<file path="src/rtl/vi_pkg.sv">
// Shared types and helpers for the vi_* video pipeline stages.
// Stream bundle travels between stages; blend helper serves the optional fill blend.
package vi_pkg;

    localparam int PIXEL_W = 24;
    localparam int R_HI = 23;
    localparam int R_LO = 16;
    localparam int G_HI = 15;
    localparam int G_LO = 8;
    localparam int B_HI = 7;
    localparam int B_LO = 0;

    typedef struct packed {
        logic               vsync;
        logic               req;
        logic               eol;
        logic               eof;
        logic [PIXEL_W-1:0] pixel;
    } vi_stream_t;

    // Halving both operands first keeps each channel sum within 8 bits, so no carry crosses channels.
    function automatic logic [PIXEL_W-1:0] vi_blend50(input logic [PIXEL_W-1:0] a,
                                                      input logic [PIXEL_W-1:0] b);
        logic [PIXEL_W-1:0] r;
        r[R_HI:R_LO] = {1'b0, a[R_HI:R_LO+1]} + {1'b0, b[R_HI:R_LO+1]};
        r[G_HI:G_LO] = {1'b0, a[G_HI:G_LO+1]} + {1'b0, b[G_HI:G_LO+1]};
        r[B_HI:B_LO] = {1'b0, a[B_HI:B_LO+1]} + {1'b0, b[B_HI:B_LO+1]};
        return r;
    endfunction

endpackage

</file>
<file path="src/rtl/vi_pos_cntr.sv">
// Pixel position tracker: x/y of the pixel presented this cycle plus a synced flag.
// x_o/y_o/synced_o already account for a vsync in the same cycle.
module vi_pos_cntr #(
    parameter int H_BITS = 12,
    parameter int V_BITS = 12
) (
    input  logic              clk_i,
    input  logic              rst_i,
    input  logic              vsync_i,
    input  logic              req_i,
    input  logic              eol_i,
    input  logic              eof_i,
    output logic [H_BITS-1:0] x_o,
    output logic [V_BITS-1:0] y_o,
    output logic              synced_o
);

    logic [H_BITS-1:0] x_q, x_d;
    logic [V_BITS-1:0] y_q, y_d;
    logic              synced_q, synced_d;

    always_comb begin
        x_o      = vsync_i ? '0 : x_q;
        y_o      = vsync_i ? '0 : y_q;
        synced_o = vsync_i | synced_q;
        x_d      = x_o;
        y_d      = y_o;
        synced_d = synced_o;
        if (req_i) begin
            if (eof_i) begin
                x_d = '0;
                y_d = '0;
            end else if (eol_i) begin
                x_d = '0;
                y_d = y_o + 1'b1;
            end else begin
                x_d = x_o + 1'b1;
            end
        end
    end

    always_ff @(posedge clk_i) begin
        if (rst_i) begin
            x_q      <= '0;
            y_q      <= '0;
            synced_q <= 1'b0;
        end else begin
            x_q      <= x_d;
            y_q      <= y_d;
            synced_q <= synced_d;
        end
    end

endmodule

</file>
<file path="src/rtl/vi_window.sv">
// Rectangular window overlay (border + fill) on the video stream, fixed 2-cycle latency.
// Optional VI_WINDOW_BLEND_EN: fill becomes a 50% blend with the incoming pixel.
module vi_window
    import vi_pkg::*;
#(
    parameter int H_BITS   = 12,
    parameter int V_BITS   = 12,
    parameter int BORDER_W = 2
) (
    input  logic                vo_clk,
    input  logic                vo_reset,
    input  logic                win_enable,
    input  logic [H_BITS-1:0]   win_x0,
    input  logic [H_BITS-1:0]   win_x1,
    input  logic [V_BITS-1:0]   win_y0,
    input  logic [V_BITS-1:0]   win_y1,
    input  logic [PIXEL_W-1:0]  win_border_color,
    input  logic [PIXEL_W-1:0]  win_fill_color,
    input  logic                in_vsync,
    input  logic                in_req,
    input  logic                in_eol,
    input  logic                in_eof,
    input  logic [PIXEL_W-1:0]  in_pixel,
    output logic                out_vsync,
    output logic                out_req,
    output logic                out_eol,
    output logic                out_eof,
    output logic [PIXEL_W-1:0]  out_pixel
);

    localparam logic [H_BITS-1:0] BW_H = H_BITS'(BORDER_W);
    localparam logic [V_BITS-1:0] BW_V = V_BITS'(BORDER_W);

    logic [H_BITS-1:0] pos_x;
    logic [V_BITS-1:0] pos_y;
    logic              pos_synced;

    vi_pos_cntr #(.H_BITS(H_BITS), .V_BITS(V_BITS)) u_pos (
        .clk_i    (vo_clk),
        .rst_i    (vo_reset),
        .vsync_i  (in_vsync),
        .req_i    (in_req),
        .eol_i    (in_eol),
        .eof_i    (in_eof),
        .x_o      (pos_x),
        .y_o      (pos_y),
        .synced_o (pos_synced)
    );

    logic               sh_en_q;
    logic [H_BITS-1:0]  sh_x0_q, sh_x1_q;
    logic [V_BITS-1:0]  sh_y0_q, sh_y1_q;
    logic [PIXEL_W-1:0] sh_border_q, sh_fill_q;

    always_ff @(posedge vo_clk) begin
        if (vo_reset) begin
            sh_en_q     <= 1'b0;
            sh_x0_q     <= '0;
            sh_x1_q     <= '0;
            sh_y0_q     <= '0;
            sh_y1_q     <= '0;
            sh_border_q <= '0;
            sh_fill_q   <= '0;
        end else if (in_vsync) begin
            sh_en_q     <= win_enable;
            sh_x0_q     <= win_x0;
            sh_x1_q     <= win_x1;
            sh_y0_q     <= win_y0;
            sh_y1_q     <= win_y1;
            sh_border_q <= win_border_color;
            sh_fill_q   <= win_fill_color;
        end
    end

    // A vsync pixel is classified against the values being shadowed in that same cycle.
    logic               cur_en;
    logic [H_BITS-1:0]  cur_x0, cur_x1;
    logic [V_BITS-1:0]  cur_y0, cur_y1;
    logic [PIXEL_W-1:0] cur_border, cur_fill;

    always_comb begin
        cur_en     = in_vsync ? win_enable       : sh_en_q;
        cur_x0     = in_vsync ? win_x0           : sh_x0_q;
        cur_x1     = in_vsync ? win_x1           : sh_x1_q;
        cur_y0     = in_vsync ? win_y0           : sh_y0_q;
        cur_y1     = in_vsync ? win_y1           : sh_y1_q;
        cur_border = in_vsync ? win_border_color : sh_border_q;
        cur_fill   = in_vsync ? win_fill_color   : sh_fill_q;
    end

    logic               in_x, in_y, edge_hit;
    logic               inside_d, border_d;
    logic [PIXEL_W-1:0] color_d;

    // Subtractions may wrap outside the window; they only matter once inside_d holds.
    always_comb begin
        in_x     = (pos_x >= cur_x0) && (pos_x <= cur_x1);
        in_y     = (pos_y >= cur_y0) && (pos_y <= cur_y1);
        inside_d = in_req & cur_en & pos_synced & in_x & in_y;
        edge_hit = ((pos_x - cur_x0) < BW_H) | ((cur_x1 - pos_x) < BW_H) |
                   ((pos_y - cur_y0) < BW_V) | ((cur_y1 - pos_y) < BW_V);
        border_d = inside_d & edge_hit;
        color_d  = border_d ? cur_border : cur_fill;
    end

    vi_stream_t         s1_q;
    logic               inside_q, border_q;
    logic [PIXEL_W-1:0] color_q;

    always_ff @(posedge vo_clk) begin
        if (vo_reset) begin
            s1_q     <= '0;
            inside_q <= 1'b0;
            border_q <= 1'b0;
            color_q  <= '0;
        end else begin
            s1_q     <= '{vsync: in_vsync, req: in_req, eol: in_eol, eof: in_eof, pixel: in_pixel};
            inside_q <= inside_d;
            border_q <= border_d;
            color_q  <= color_d;
        end
    end

    logic [PIXEL_W-1:0] fill_px, px_d;

    always_comb begin
`ifdef VI_WINDOW_BLEND_EN
        fill_px = vi_blend50(s1_q.pixel, color_q);
`else
        fill_px = color_q;
`endif
        px_d = s1_q.pixel;
        if (border_q)
            px_d = color_q;
        else if (inside_q)
            px_d = fill_px;
    end

    vi_stream_t out_q;

    always_ff @(posedge vo_clk) begin
        if (vo_reset) begin
            out_q <= '0;
        end else begin
            out_q       <= s1_q;
            out_q.pixel <= px_d;
        end
    end

    assign out_vsync = out_q.vsync;
    assign out_req   = out_q.req;
    assign out_eol   = out_q.eol;
    assign out_eof   = out_q.eof;
    assign out_pixel = out_q.pixel;

endmodule

</file>
<file path="config.mk">
export PLATFORM = sky130hd
export DESIGN_NAME = vi_window
export DESIGN_NICKNAME = d
export VERILOG_FILES = /design/src/rtl/vi_pkg.sv /design/src/rtl/vi_pos_cntr.sv /design/src/rtl/vi_window.sv
export SDC_FILE = /design/constraint.sdc
export NUM_CORES = 1
export LEC_CHECK = 0
export BUFFER_PORTS_ARGS = -buffer_cell sky130_fd_sc_hd__buf_4
export CAP_MARGIN = 20
export CORE_UTILIZATION = 25
export CTS_CLUSTER_SIZE = 20
export DETAILED_ROUTE_END_ITERATION = 12
export SLEW_MARGIN = 20
export SYNTH_ARGS = -nofsm -noshare
export SYNTH_HDL_FRONTEND = slang
export SYNTH_SLANG_ARGS = --single-unit
</file>
<file path="constraint.sdc">
create_clock -name vo_clk -period 3.6 [get_ports vo_clk]
set_input_delay 0 -clock vo_clk [delete_from_list [all_inputs] [get_ports vo_clk]]
set_output_delay 0 -clock vo_clk [all_outputs]
set_load 0.05 [all_outputs]
</file>
==> out/metrics.yaml, run 1 <==
drt:
  wl_mm: 27.4
  drt-initial-drc-count: 370
  post_drt_wl_per_cell_um: 14.3
  ant_nets: 0
  dr.pass1.iters: 5
  via_count: 8505
  viasPerCell: 4.45
  drc: 0
place:
  placed_area_sq_mm: 0.0116
  io_buffers: 154
  dp_hpwl_mm: 19.0
  place_inst: 1710
  gp_congestion: 0.874
logic_synthesis:
  synth_ff_type: "dfxtp_1"
  yosysUniqueCellTypes: 69
  synth_area_sq_mm: 0.00984
  synth_cells: 1065
  ys_seq_area_share_pct: 41.5
  ys_seq_elements: 204
  yosys_warnings: 0
  syn_nets: 1246
  synth_edf_count: 0
  synthArstFlopShare_pct: 0
  syn_avg_cell_area_sq_um: 9.24
critical_path:
  crit_path_start_kind: "register"
  worstSetupStartpoint: "sh_y0_q[0]"
  cp.arrival_ps: 3800
  cp_max_fo: 24
  endpoint_kind: "register"
  timing.rr.start: "sh_y0_q[0]"
  cp_data_required_time_ps: 3990
  crit_type: "register to register"
worst_hold_path:
  min_from: "in_vsync"
  hold_class: "input pin to register"
global_routing:
  grt_pass1_wl_mm: 44.0
  grt_pass1_vias: 8554
  antenna_found_initial: 3
  overflow: 0
  grt_use_total_pct: 13.3
  grt_max_degree: 116
floorplanning:
  rows: 72
  start_util_pct: 25.4
  pin_count: 155
  core-area_sq_mm: 0.0387
  die_h_um: 200
  dieArea_sq_mm: 0.0402
  die_x_um: 200
cells_and_area:
  num-fill-cells: 3901
  fin_area_sq_mm: 0.0141
  syn2layout_area_growth_pct: 43.1
  regArea_sq_mm: 0.00408
  multi_input_area_sq_mm: 0.00539
  fin_nets: 1554
  final_common_cell: "dfxtp_1"
  drive_above_1_share_pct: 19.8
  stdcell_count: 1911
  final_cell_mix: "204 x dfxtp_1, 169 x buf_4, 155 x dlygate4sd3_1"
timing:
  worst_pin_slew_ps: 728
  finalSetupTns_ps: 0
  fin_crit_ps: 3410
  relSlewSlack_pct: 51.5
  hold_viol: 0
  fin_skew_ps: 8.97
  fmax_mhz: 293
  fin_crit_sh_pct: 94.8
  slew_viol_final: 0
  final-setup-viol-count: 0
  rsz0062_at_grt: "false"
power:
  vdd_drop_max_mv: 0.256
  total_power_mw: 6.01
  p_leak_nw: 6.17
  power_density_mw_per_mm2: 427
cts:
  cts_buffers: 24
  clkSinkCount: 204
  post_cts_buffers: 0
  cts-htree-levels: 1
  cts_root_buf: "clkbuf_16"
  cts_tree: "done"
  clock_path_buffers: 3
  insertion_delay_ps: 510
  path_clk_slew_ps: 60
status:
  status: "complete, no violations"
run:
  drv_cap: 0
-- worst paths after layout --
kind	endpoint	slack (ps)	cells after the start
worst max-delay path	color_q[1]	190	13
worst min-delay path	u_pos.x_q[3]	20	4
worst max register to register	color_q[1]	190	13
worst min register to register	out_eof	430	1
-- per-stage QoR --
stage | setup WS (ps) | util [%] | hold WS (ps)
2_1_floorplan | 61.5 | - | 128
6_report | 188 | 36.3 | 24.6
5_1_grt | 8.69 | 36.3 | 70.9
3_3_place_gp | 127 | 30.0 | 210
4_1_cts | 98.7 | 36.3 | 33.1
3_5_place_dp | -29.8 | 30.0 | 218
-- state kept, by name, summed over array words and instances, names as in the netlist, 12 cells and up --
name	cells
sh_x1_q	12
sh_x0_q	12
out_pixel	24
sh_fill_q	24
sh_border_q	24
s1_q	28
u_pos.x_q	12
sh_y1_q	12
u_pos.y_q	12
sh_y0_q	12
color_q	24
-- synth_stat cells, drive strengths merged, types with 9 or more instances --
cell	number	share of area, %
dfxtp	204	42
nor2	134	5.2
nor2b	81	5.2
mux2i	78	7.9
nand2	76	2.9
a21oi	55	2.9
ha	50	6.4
inv	50	1.9
mux2	47	6.1
o21ai	35	1.8
clkbuf	34	1.3
xnor2	27	2.4
nand2b	18	1.1
nand3	16	0.81
buf	12	0.80
nor3	12	0.66
o21a	11	0.84
and3	9	0.57
nand4	9	0.57
-- cell type report --
cell class                 instances  area share (%)
inverter                          50            1.33
antenna                            3          0.0533
clock buffer                      31            4.75
multi-input combinational        765            38.3
timing repair buffer             328            20.5
clock inverter                    12            1.40
sequential                       204            29.0
tap                              518            4.60
-- kinds of logic (layout without fill, tap and decap cells) --
group | count (synthesis) | after routing | synth area share (%)
DFF | 204 | 204 | 41.5
buffers and inverters | 96 | 421 | 4.01
and+or+nand+nor | 383 | 383 | 19.1
AOI/OAI and AO/OA | 171 | 171 | 11.3
muxes | 125 | 125 | 14.1
xor gates and xnor gates | 32 | 32 | 2.85
adders and majority gates | 54 | 54 | 7.17
other | 0 | 3 | 0
-- power by group --
part	leakage (nW)	total, mW	internal [mW]	switching, mW
combinational	4.07	0.980	0.502	0.478
clock	0.418	2.64	1.67	0.969
sequential	1.68	2.40	2.37	0.0273
-- per-layer routing --
metal | vias to the layer above | share of wire, % | GRT usage [%] | wire length [um]
met1 | 3981 | 46 | 17.0 | 12600
met4 | 0 | 2.5 | 3.90 | 685
met3 | 48 | 4.1 | 2.02 | 1120
met2 | 180 | 47 | 22.9 | 13000
li1 | 4296 | - | - | -
met5 | - | 0 | 0 | 0
-- worst max-delay path, cell delays in order (launching register included) --
cell      delay, ps
dfxtp_1         290
mux2_2          290
ha_1            240
fa_1            420
nor2b_1         170
o211ai_1        130
a21boi_0        250
mux2_2          360
nand3_1          70
nand4b_1        150
nand4_1         170
nand2b_2        130
buf_12          230
mux2_1          350
-- timing repair --
action	in CTS	in global routing
hold endpoints to repair	158	0
setup endpoints to repair	4	24
gates resized for setup	1	7
hold buffers	155	0
pin swaps	0	3
(Power assumes the default switching activity.)
==> run 2: changes to the inputs <==
--- a/config.mk
+++ b/config.mk
@@ -7,9 +7,10 @@
 export LEC_CHECK = 0
 export BUFFER_PORTS_ARGS = -buffer_cell sky130_fd_sc_hd__buf_4
 export CAP_MARGIN = 20
-export CORE_UTILIZATION = 25
+export CORE_UTILIZATION = 52
 export CTS_CLUSTER_SIZE = 20
 export DETAILED_ROUTE_END_ITERATION = 12
+export PLACE_DENSITY = 0.77
 export SLEW_MARGIN = 20
 export SYNTH_ARGS = -nofsm -noshare
 export SYNTH_HDL_FRONTEND = slang
==> constraint.sdc (replaced) <==
create_clock -name vo_clk -period 3.6 [get_ports vo_clk]
set_input_delay 0 -clock vo_clk [delete_from_list [all_inputs] [get_ports vo_clk]]
set_output_delay 0 -clock vo_clk [all_outputs]
set_load 0.02 [all_outputs]
==> run 2 against run 1 <==
Combinational power down 4.5%. Count of clock-buffer cells in the layout up 3. Clock skew up 7.8 ps. Non-clock buffer count down 18. Hold slack better by 220 ps. Via count up 1.8%. Setup slack worse by 66 ps. Sequential share of layout area up 1.4 points. Wire length down 1.6%. Sequential cell count unchanged. Largest power group is now registers.
==> out/metrics.yaml, run 2 (synthesized netlist as in run 1, its figures left out) <==
status:
  status: "complete, no violations"
timing:
  fin_crit_sh_pct: 96.6  # +1.8 points
  worst_pin_slew_ps: 678  # -49.9 ps
  fin_crit_ps: 3480  # +65.5 ps
  relSlewSlack_pct: 54.7  # +3.2 points
  hold_viol: 0  # unchanged
  fin_skew_ps: 16.7  # +7.75 ps
  fmax_mhz: 288  # -1.9%
  slew_viol_final: 0  # unchanged
  finalSetupTns_ps: 0  # unchanged
  rsz0062_at_grt: "false"
  final-setup-viol-count: 0  # unchanged
worst_hold_path:
  hold_depth: 3  # -1
  min_to: "s1_q[15]"
  min_from: "in_pixel[15]"
  hold_class: "input pin to register"
place:
  gp_congestion: 0.981  # +12%
  place_inst: 1422  # -17%
  io_buffers: 154  # unchanged
  placed_area_sq_mm: 0.0113  # -2.9%
  dp_hpwl_mm: 16.9  # -11%
global_routing:
  grt_max_degree: 60  # -48%
  overflow: 0  # unchanged
  grt_busiest_layer: "met2"
  grt_pass1_vias: 8434  # -1.4%
  grtUsageMet2_pct: 48.2  # +25 points
  grtUsageMet3_pct: 3.54  # +1.5 points
  met1_usage_pct: 32.3  # +15 points
  grt_pass1_wl_mm: 42.1  # -4.3%
  antenna_found_initial: 1  # -2
  grt_use_total_pct: 26.9  # +14 points
cells_and_area:
  stdcell_count: 1601  # -16%
  num-fill-cells: 1252  # -68%
  utilization_pct: 73.6  # +37 points
  top_register: "s1_q"
  final_cell_mix: "204 x dfxtp_1, 169 x buf_4, 134 x dlygate4sd3_1"
  fin_nets: 1535  # -1.2%
  fin_area_sq_mm: 0.0134  # -4.6%
  drive_above_1_share_pct: 19.9  # +0.16 points
  final_common_cell: "dfxtp_1"
  syn2layout_area_growth_pct: 36.6
  largest_reg_flops: 28  # unchanged
critical_path:
  crit_buf_inv: 4  # +3
  cp_max_fo: 19  # -21%
  cp_cell_sequence: "dlygate4sd3_1, buf_6, buf_12, mux2_2, ha_1, fa_1, nor2b_2, o211ai_1, a21boi_1, mux2_2, nand3_1, nand4b_1, nand4_1, nand2b_4, buf_12, mux2_1"
  crit_family: "buffers and inverters"
  cp_data_required_time_ps: 3990  # about the same
  endpoint_kind: "register"
  r2r_slack_ps: 170  # -20 ps
  crit_path_start_kind: "input pin"
  worstReg2RegEnd: "color_q[17]"
  timing.rr.start: "sh_x0_q[0]"
  cp.arrival_ps: 3870  # +70 ps
  r2r_cells: 14  # +1
  cp_slowest_cell: "dlygate4sd3_1"
  slowest_delay_ps: 560  # +140 ps
  crit_type: "input pin to register"
power:
  intPower_mw: 4.21  # -7.3%
  p_leak_nw: 6.04  # -2.2%
  switchingPower_mw: 1.41  # -4.5%
  sequentialPowerShare_pct: 42.8  # +3.0 points
  vdd_drop_max_mv: 0.301  # +18%
  pwr-share-clk_pct: 40.5  # -3.4 points
  power_density_mw_per_mm2: 418  # -2.2%
  combPwrFrac_pct: 16.7  # +0.4 points
  swShare_pct: 25.1  # +0.56 points
drt:
  via_count: 8656  # +1.8%
  viasPerCell: 5.41  # +21%
  post_drt_wl_per_cell_um: 16.8  # +17%
  wl_mm: 26.9  # -1.6%
  dr.pass1.iters: 5  # unchanged
  ant_nets: 0  # unchanged
  drt-initial-drc-count: 550  # +49%
  drc: 0  # unchanged
floorplanning:
  pin_count: 155  # unchanged
  start_util_pct: 53.9  # +28 points
  die_x_um: 140  # -30%
  dieArea_sq_mm: 0.0195  # -51%
  die_h_um: 140  # -30%
  core-area_sq_mm: 0.0183  # -53%
  rows: 49  # -32%
cts:
  clkSinkCount: 204  # unchanged
  cts_root_buf: "clkbuf_16"
  cts_buffers: 23  # -4.2%
  cts_tree: "done"
  clock_path_buffers: 3  # unchanged
  insertion_delay_ps: 510  # about the same
  cts-htree-levels: 1  # unchanged
  path_clk_slew_ps: 50  # about the same
run:
  drv_cap: 0  # unchanged
-- run 2: changes by cell type in the layout (fill, tap and decap cells not counted), moves of 2 or more --
cell,before,now
bufinv_16,5,1
clkbuf_1,4,6
clkbuf_8,2,5
clkinv_4,2,0
clkinvlp_4,2,0
dlygate4sd3_1,155,134
inv_6,0,2
-- run 2: power groups by stage --
stage / sequential, mW / clock [mW] / combinational (mW)
global route: 2.41 / 2.41 / 1.02
detailed placement: 2.45 / 0 / 0.783
global placement: 2.44 / 0 / 0.773
CTS: 2.40 / 2.30 / 0.908
floorplan: 2.45 / 0 / 0.513
finish: 2.40 / 2.28 / 0.936
-- run 2: stage by stage --
stage               power, mW  setup WS [ps]  hold slack [ps]
floorplan                2.97           61.5              128
global placement         3.22            246              212
detailed placement       3.23            158              214
CTS                      5.61            115              233
global route             5.84           12.4              268
finish                   5.62            122              248
-- run 2: routing by layer --
layer	vias to the layer above	wire (um)
met5	-	0
met4	0	1110
met3	78	1250
met2	280	13400
met1	4039	11200
li1	4259	-
-- run 2: layout make-up --
type / count / area (sq um) / area share [%]
Multi-Input combinational cell: 765 / 5410 / 40.2
Sequential cell: 204 / 4080 / 30.4
Timing Repair Buffer: 310 / 2740 / 20.4
Clock buffer: 34 / 667 / 4.96
Tap cell: 229 / 287 / 2.13
Inverter: 50 / 188 / 1.40
Clock inverter: 6 / 62.6 / 0.466
Antenna cell: 3 / 7.51 / 0.0559
-- run 2: worst max path at each step --
stage | from | endpoint | slack (ps) | cells past startpoint
floorplan | in_vsync | color_q[10] | 60 | 17
global route | in_vsync | color_q[22] | 10 | 15
global placement | in_vsync | color_q[2] | 250 | 15
detailed placement | in_vsync | color_q[1] | 160 | 15
finish | in_vsync | color_q[1] | 120 | 16
CTS | in_vsync | color_q[1] | 110 | 16
-- run 2: timing repair --
| item | in CTS | in global routing |
|---|---|---|
| hold buffers | 134 | 0 |
| endpoints found under the setup margin | 0 | 24 |
| hold endpoints to repair | 165 | 0 |
| buffers inserted | 0 | 1 |
| resized for setup | 0 | 10 |
-- run 2: worst register-to-register path, stage by stage (launching register included) --
cell       delay [ps]
dfxtp_1           300
mux2_2            270
ha_1              220
fa_1              420
nor2b_4           140
o31a_1            160
buf_4             130
o21a_1            130
nor2_2             40
xnor2_1           130
or4_1             580
nand4_1           190
nand2b_4          100
clkbuf_16         200
mux2_4            310
